==> src/rtl/x_6k_pkg.sv <==
// x_6k_pkg: shared defaults and tap count for the 6-phase polyphase FIR family
package x_6k_pkg;
    localparam int DEF_W_IN   = 7;
    localparam int DEF_PHASES = 6;
    localparam int DEF_K_W    = 16;
    localparam int N_TAPS     = 4;
endpackage

==> src/rtl/x_6k_phase_counter.sv <==
// x_6k_phase_counter: mod-PHASES counter with enable, sync clear and a wrap pulse
module x_6k_phase_counter
    import x_6k_pkg::*;
#(
    parameter int PHASES = DEF_PHASES
) (
    input  logic                        clk,
    input  logic                        rst,
    input  logic                        clear,
    input  logic                        en,
    output logic [$clog2(PHASES)-1:0]   phase,
    output logic                        wrap
);
    localparam int PW = $clog2(PHASES);
    localparam logic [PW-1:0] LAST = PW'(PHASES - 1);

    assign wrap = en && phase == LAST;

    always_ff @(posedge clk) begin
        if (rst || clear)
            phase <= '0;
        else if (en)
            phase <= wrap ? '0 : phase + 1'b1;
    end
endmodule

==> src/rtl/x_6k_tap_buffer.sv <==
// x_6k_tap_buffer: 4-deep sample history emitting a registered tap window once per
// polyphase block, with valid/ready on both the sample input and the window output
module x_6k_tap_buffer
    import x_6k_pkg::*;
#(
    parameter int w_in      = DEF_W_IN,
    parameter int PHASES    = DEF_PHASES,
    parameter int SEL_PHASE = 0,
    parameter int k_w       = DEF_K_W
) (
    input  logic                   clk,
    input  logic                   rst,
    input  logic                   clear,
    input  logic signed [w_in-1:0] in_data,
    input  logic                   in_valid,
    output logic                   in_ready,
    output logic signed [w_in-1:0] x_6k,
    output logic signed [w_in-1:0] x_6k_1,
    output logic signed [w_in-1:0] x_6k_2,
    output logic signed [w_in-1:0] x_6k_3,
    output logic [k_w-1:0]         out_k,
    output logic                   out_valid,
    input  logic                   out_ready
);
    localparam int PW = $clog2(PHASES);
    localparam logic [PW-1:0] SEL = PW'(SEL_PHASE);
    localparam logic [2:0] FULL = 3'(N_TAPS);

    logic [PW-1:0]          phase;
    logic                   wrap;
    logic                   accept;
    logic                   emit;
    logic [2:0]             fill;
    logic [k_w-1:0]         k;
    logic signed [w_in-1:0] h [N_TAPS-1];

    // a held window stalls the input so it can never be overwritten
    assign in_ready = !clear && !(out_valid && !out_ready);
    assign accept   = in_valid && in_ready;
    assign emit     = accept && phase == SEL && fill >= FULL - 3'd1;

    x_6k_phase_counter #(.PHASES(PHASES)) u_phase (
        .clk   (clk),
        .rst   (rst),
        .clear (clear),
        .en    (accept),
        .phase (phase),
        .wrap  (wrap)
    );

    always_ff @(posedge clk) begin
        if (rst) begin
            h         <= '{default: '0};
            fill      <= '0;
            k         <= '0;
            x_6k      <= '0;
            x_6k_1    <= '0;
            x_6k_2    <= '0;
            x_6k_3    <= '0;
            out_k     <= '0;
            out_valid <= 1'b0;
        end else if (clear) begin
            fill      <= '0;
            k         <= '0;
            out_valid <= 1'b0;
        end else begin
            if (accept) begin
                h[0] <= in_data;
                for (int i = 1; i < N_TAPS - 1; i++)
                    h[i] <= h[i-1];
                fill <= fill == FULL ? fill : fill + 3'd1;
                if (wrap)
                    k <= k + 1'b1;
            end
            if (emit) begin
                x_6k      <= in_data;
                x_6k_1    <= h[0];
                x_6k_2    <= h[1];
                x_6k_3    <= h[2];
                out_k     <= k;
                out_valid <= 1'b1;
            end else if (out_ready) begin
                out_valid <= 1'b0;
            end
        end
    end
endmodule

==> config.mk <==
export PLATFORM = sky130hd
export DESIGN_NAME = x_6k_tap_buffer
export DESIGN_NICKNAME = d
export VERILOG_FILES = /design/src/rtl/x_6k_pkg.sv /design/src/rtl/x_6k_phase_counter.sv /design/src/rtl/x_6k_tap_buffer.sv
export SDC_FILE = /design/constraint.sdc
export NUM_CORES = 1
export LEC_CHECK = 0
export BUFFER_PORTS_ARGS = -buffer_cell sky130_fd_sc_hd__buf_2
export CORE_ASPECT_RATIO = 1.4
export CORE_MARGIN = 2
export CORE_UTILIZATION = 59
export DETAILED_ROUTE_END_ITERATION = 7
export MAX_ROUTING_LAYER = met4
export PLACE_DENSITY = 0.84
export SLEW_MARGIN = 20
export SYNTH_ARGS = -nofsm -noshare
export SYNTH_HDL_FRONTEND = slang
export SYNTH_SLANG_ARGS = --single-unit
==> constraint.sdc <==
create_clock -name clk -period 2.4 [get_ports clk]
set_input_delay 0.48 -clock clk [delete_from_list [all_inputs] [get_ports clk]]
set_output_delay 0.48 -clock clk [all_outputs]
set_load 0.02 [all_outputs]
==> flow_summary.yaml, run 1 <==
clocking:
  clock-sinks: 88
  h-tree-depth: 3
  path_clk_slew_ps: 80
  postCtsSetupBuffers: 0
  cts-root-buf: "clkbuf_8"
  cts_tree: "yes"
  cts-resized-gates: 0
  clock_path_buffers: 2
  cts_hold_buf: 0
  numCtsBuffers: 9
  clk_latency_ps: 360
synth:
  synth_ff_type: "dfxtp_1"
  synth_nets: 444
  async_reset_ff_share_pct: 0
  synth_cells: 425
  yosysSeqAreaShare_pct: 51.5
  synthTopCellsByArea: "dfxtp_1, nand2_1, a21oi_1, ha_1, buf_2"
  synth_top_area_share_pct: 51.5
  synth_area_mm2: 0.00342
  syn_avg_cell_area_um2: 8.05
  synth_cell_types: 35
  synth-seq-cells: 88
  ys_warn_count: 0
  synth_top_cell_by_area: "dfxtp_1"
  synth_edf_count: 0
grt:
  grtUsageTotal_pct: 26.0
  globalRoute.busiestLayer: "met2"
  grt_pass1_vias: 2784
  grt_pass1_wl_um: 12200
  grt_max_degree: 66
  grt_overflow: 0
  use_met1_pct: 29.2
  antenna_found_initial: 0
  grt.met2_usage_pct: 43.1
  use_met3_pct: 5.04
timing:
  hold_slack_ps: 356
  max_freq_mhz: 532
  maxSlewHeadroom_pct: 57.0
  tns_ps: 0
  fin_ws_ps: 522
  tightestPinTransition_ps: 645
  final_hold_viol_count: 0
  timing.final.max_slew_violations: 0
  fin_crit_sh_pct: 78.3
  period_needed_ps: 1880
  rsz0062_at_grt: "false"
  setup-violations-final: 0
  finClkSkew_ps: 10.9
setup_path:
  crit_fanout: 14
  cp_slowest_stage_delay_ps: 570
  required_ps: 2700
  cpLargestDelayFamily: "simple AND/OR/NAND/NOR gates"
  critPathCaptureType: "register"
  critPathKind: "reg -> reg"
  crit_arrival_ps: 2170
  worst-r2r-setup-slack_ps: 520
  cp-start-kind: "register"
  critPathBufInv: 0
  cp_cell_sequence: "ha_1, and4_1, nand3_2, or4_1, a21oi_1"
  cpMaxStageDelayCell: "or4_1"
floorplan:
  ioPinCount: 58
  coreArea_mm2: 0.00557
  start_util_pct: 61.5
  row_count: 32
  chipWidth_um: 68.4
  die-area_mm2: 0.00643
  fp.dieH_um: 94.1
drt:
  wl_um: 7330
  final_antenna_net_count: 0
  viasPerCell: 5.48
  drc_errors: 0
  wl_per_cell_um: 13.4
  dr.pass1.iters: 4
  drt_iter0_drc: 150
  vias: 3001
min_path:
  hold_class: "in -> reg"
layout:
  post-route-util_pct: 70.6
  layout_commonest_cell: "nand2_1"
  num_antenna_cells: 0
  fin_cells: 548
  final_cell_mix: "nand2_1, dfxtp_1, a21oi_1"
  areaGrowthSynthToFinish_pct: 14.9
  fin_nets: 494
  drive_above_1_share_pct: 17.7
placed_design:
  place_congestion: 0.845
  dpl_worst_slack_ps: 453
  dp_cells: 532
  portBuffers: 57
  dpl.hpwl_um: 4950
power_and_ir_drop:
  vdd_drop_max_v: 0.000443
  leakage_nw: 1.47
  power_density_mw_per_mm2: 654
outcome:
  status: "finished, final reports clean"
flow_run:
  drv_cap: 0
cell families (layout without fill, tap and decap cells):
family                     count (synthesis)  after routing  synth area share [%]
AOI/OAI and AO/OA                         95             95                  14.8
adders and majority gates                  7              7                  2.56
and+or+nand+nor                          197            197                  25.3
buffers and inverters                     31             86                  4.02
xor gates and xnor gates                   6              6                  1.54
DFF                                       88             88                  51.5
muxes                                      1              1                 0.293
state kept, by name, indices dropped and copies added, names as in the netlist:
name / cells
x_6k_3: 7
x_6k_2: 7
x_6k: 7
u_phase.phase: 3
h: 21
out_valid: 1
k: 16
out_k: 16
x_6k_1: 7
fill: 3
cells in the mapped netlist, drive strengths merged, types with 3 or more instances:
cell / n
or4: 5
dfxtp: 88
nand3: 8
nor2b: 3
nand2: 143
ha: 7
nor3: 3
nor2: 10
or3: 6
xnor2: 5
inv: 5
buf: 15
o31ai: 5
o21ai: 5
nand4: 6
a21oi: 80
clkbuf: 11
area by class of cell:
cell class	count	area [um^2]
well taps	68	85.1
clock inverters	6	70.1
repair buffers	65	345
multi-input cells	306	1520
clock buffers	10	128
inverters	5	18.8
flip-flops and latches	88	1760
fillers	471	1630
path summary, 6_finish.rpt:
path,start,to,depth (start not counted)
worst min register to register,out_k[0]$_SDFFE_PP0P_,out_k[0]$_SDFFE_PP0P_,2
worst max register to register,u_phase.phase[0]$_SDFFE_PP0P_,k[14]$_SDFFE_PP0P_,5
worst min-delay path,in_data[0],x_6k[0]$_SDFFE_PP0P_,3
worst max-delay path,u_phase.phase[0]$_SDFFE_PP0P_,k[14]$_SDFFE_PP0P_,5
routing by layer:
metal | wire length, um | up-vias
met5 | 0 | -
met4 | 140 | 0
met2 | 3840 | 60
met3 | 250 | 10
met1 | 3100 | 1407
li1 | - | 1524
power by group:
group,internal [W],switching [W],leakage [nW],total [W]
Sequential,0.00147,0.00000750,0.710,0.00148
Clock,0.000484,0.000529,0.0887,0.00101
Combinational,0.0000249,0.0000571,0.670,0.0000820
Total,0.00198,0.000594,1.47,0.00257
worst register-to-register path, delay by kind of cell, from the launching register on:
kind	cells	cell delay [ps]
AO/OA/AOI/OAI	1	140
adder cells (fa/ha/maj)	1	230
flip-flops	1	410
AND/OR/NAND/NOR	3	1030
metrics by stage:
step                power [W]  area, um^2
finish                0.00257        3930
global route          0.00265        3930
CTS                   0.00259        3930
detailed placement    0.00159        3730
global placement      0.00159        3730
floorplan             0.00156        3420
Note: power is estimated with default switching activity, not from simulation.
==> inputs of run 2 (changes only) <==
CORE_UTILIZATION = 50   (was 59)
PLACE_DENSITY = 0.76   (was 0.84)
clock period = 1.7 ns   (was 2.4 ns; I/O delays follow)
==> flow_summary.yaml, run 2 (synthesis results as in run 1) <==
outcome:
  status: "complete, but fails checks"
  violations: "negative setup slack"
power_and_ir_drop:
  power_density_mw_per_mm2: 910
  vdd_drop_max_v: 0.000703
  leakage_nw: 1.71
floorplan:
  chipWidth_um: 73.9
  coreArea_mm2: 0.00661
  fp.dieH_um: 102
  row_count: 35
  ioPinCount: 58
  start_util_pct: 51.8
  die-area_mm2: 0.00753
drt:
  viasPerCell: 5.35
  final_antenna_net_count: 0
  wl_um: 9060
  drc_errors: 0
  dr.pass1.iters: 5
  wl_per_cell_um: 15.1
  drt_iter0_drc: 200
  vias: 3215
timing:
  setup-violations-final: 3
  final_hold_viol_count: 0
  rsz0062_at_grt: "true"
  fin_crit_sh_pct: 102
  max_freq_mhz: 575
  fin_ws_ps: -38.3
  maxSlewHeadroom_pct: 55.9
  period_needed_ps: 1740
  timing.final.max_slew_violations: 0
  finClkSkew_ps: 10.3
  tightestPinTransition_ps: 661
layout:
  top_register: "h"
  reg_top3: "h: 21 flops, k: 16 flops, out_k: 16 flops"
  areaGrowthSynthToFinish_pct: 32.5
  num_antenna_cells: 0
  post-route-util_pct: 68.6
  final.fill_count: 509
  layout_commonest_cell: "nand2_1"
  largest_reg_flops: 21
  fin_cells: 601
  drive_above_1_share_pct: 32.0
  fin_nets: 523
  final_cell_mix: "nand2_1, dfxtp_1, a21oi_1"
setup_path:
  cp_slowest_stage_delay_ps: 570
  cp-start-kind: "register"
  critPathKind: "reg -> reg"
  crit_fanout: 5
  required_ps: 1980
  critPathCaptureType: "register"
  cpMaxStageDelayCell: "or4_1"
  crit_arrival_ps: 2020
  cp_cell_sequence: "inv_2, ha_2, and4_4, nand3_4, or4_1, a21oi_1"
min_path:
  hold_class: "in -> reg"
grt:
  grtUsageTotal_pct: 22.9
  grt_overflow: 0
  antenna_found_initial: 0
  grt_pass1_vias: 2917
  use_met1_pct: 26.4
  grt.met2_usage_pct: 38.7
  grt_max_degree: 60
  grt_pass1_wl_um: 13100
  globalRoute.busiestLayer: "met2"
  use_met3_pct: 3.65
clocking:
  clock_path_buffers: 2
  cts-root-buf: "clkbuf_8"
  clock-sinks: 88
  clk_latency_ps: 360
  path_clk_slew_ps: 90
  cts_hold_buf: 0
  numCtsBuffers: 9
  cts_tree: "yes"
  h-tree-depth: 3
placed_design:
  dp_cells: 576
  dpl.hpwl_um: 5230
  place_congestion: 0.855
  portBuffers: 57
flow_run:
  drv_cap: 0
[run 2: changes by cell type in the layout (fill, tap and decap cells not counted), moves of 5 or more]
| cell | delta |
|---|---|
| buf_6 | +5 |
| nand2_1 | -7 |
| nand2_2 | +7 |
| a21oi_2 | +21 |
| buf_4 | +18 |
| a21oi_1 | -21 |
[run 2: per-stage QoR]
| step | cell area, um^2 | setup slack (ps) | TNS, ps | power (W) | hold WS (ps) |
|---|---|---|---|---|---|
| floorplan | 3420 | 49.5 | 0 | 0.00221 | 432 |
| global placement | 3940 | 23.8 | 0 | 0.00226 | 439 |
| detailed placement | 3940 | -27.3 | -230 | 0.00226 | 444 |
| CTS | 4230 | 13.7 | 0 | 0.00411 | 221 |
| global route | 4530 | -133 | -1830 | 0.00421 | 225 |
| finish | 4530 | -38.3 | -69.4 | 0.00412 | 220 |
[run 2: critical path, delay by kind of cell, from the launching register on]
| kind | cells | cell delay [ps] |
|---|---|---|
| AND/OR/NAND/NOR | 3 | 930 |
| flip-flops | 1 | 330 |
| AO/OA/AOI/OAI | 1 | 180 |
| adder cells (fa/ha/maj) | 1 | 160 |
| buffers and inverters | 1 | 60 |
[run 2: area by class of cell]
cell class	instances	area (um^2)	area share (%)
Sequential cell	88	1770	39.0
Clock inverter	7	143	3.15
Inverter	5	18.8	0.414
Tap cell	92	115	2.54
Clock buffer	9	124	2.73
Timing Repair Buffer	93	642	14.2
Multi-Input combinational cell	307	1720	38.0
[run 2: layer usage]
layer | part of all wire [%] | up-vias
met5 | 0 | -
met4 | 1.9 | 0
met3 | 4.3 | 22
met2 | 52 | 104
met1 | 42 | 1506
li1 | - | 1583
[run 2: timing repair]
action | 4_1_cts | 5_1_grt
cloned | 0 | 4
setup buffers | 0 | 5
setup endpoints to repair | 42 | 52
gates resized for setup | 8 | 53
pin swaps | 1 | 29
hold endpoints to repair | 0 | 0
[run 2: power breakdown]
part,switching [W],internal [W]
sequential,0.0000100,0.00207
clock,0.000769,0.00113
combinational,0.0000942,0.0000480
total,0.000874,0.00325
[run 2: final timing paths]
| kind | startpoint | end | slack, ps | depth (start not counted) |
|---|---|---|---|---|
| max | u_phase.phase[1]$_SDFFE_PP0P_ | k[11]$_SDFFE_PP0P_ | -40 | 6 |
| min | in_data[0] | h[14]$_SDFFE_PP0P_ | 220 | 3 |
| max reg2reg | u_phase.phase[1]$_SDFFE_PP0P_ | k[11]$_SDFFE_PP0P_ | -40 | 6 |
| min reg2reg | out_k[15]$_SDFFE_PP0P_ | out_k[15]$_SDFFE_PP0P_ | 450 | 2 |
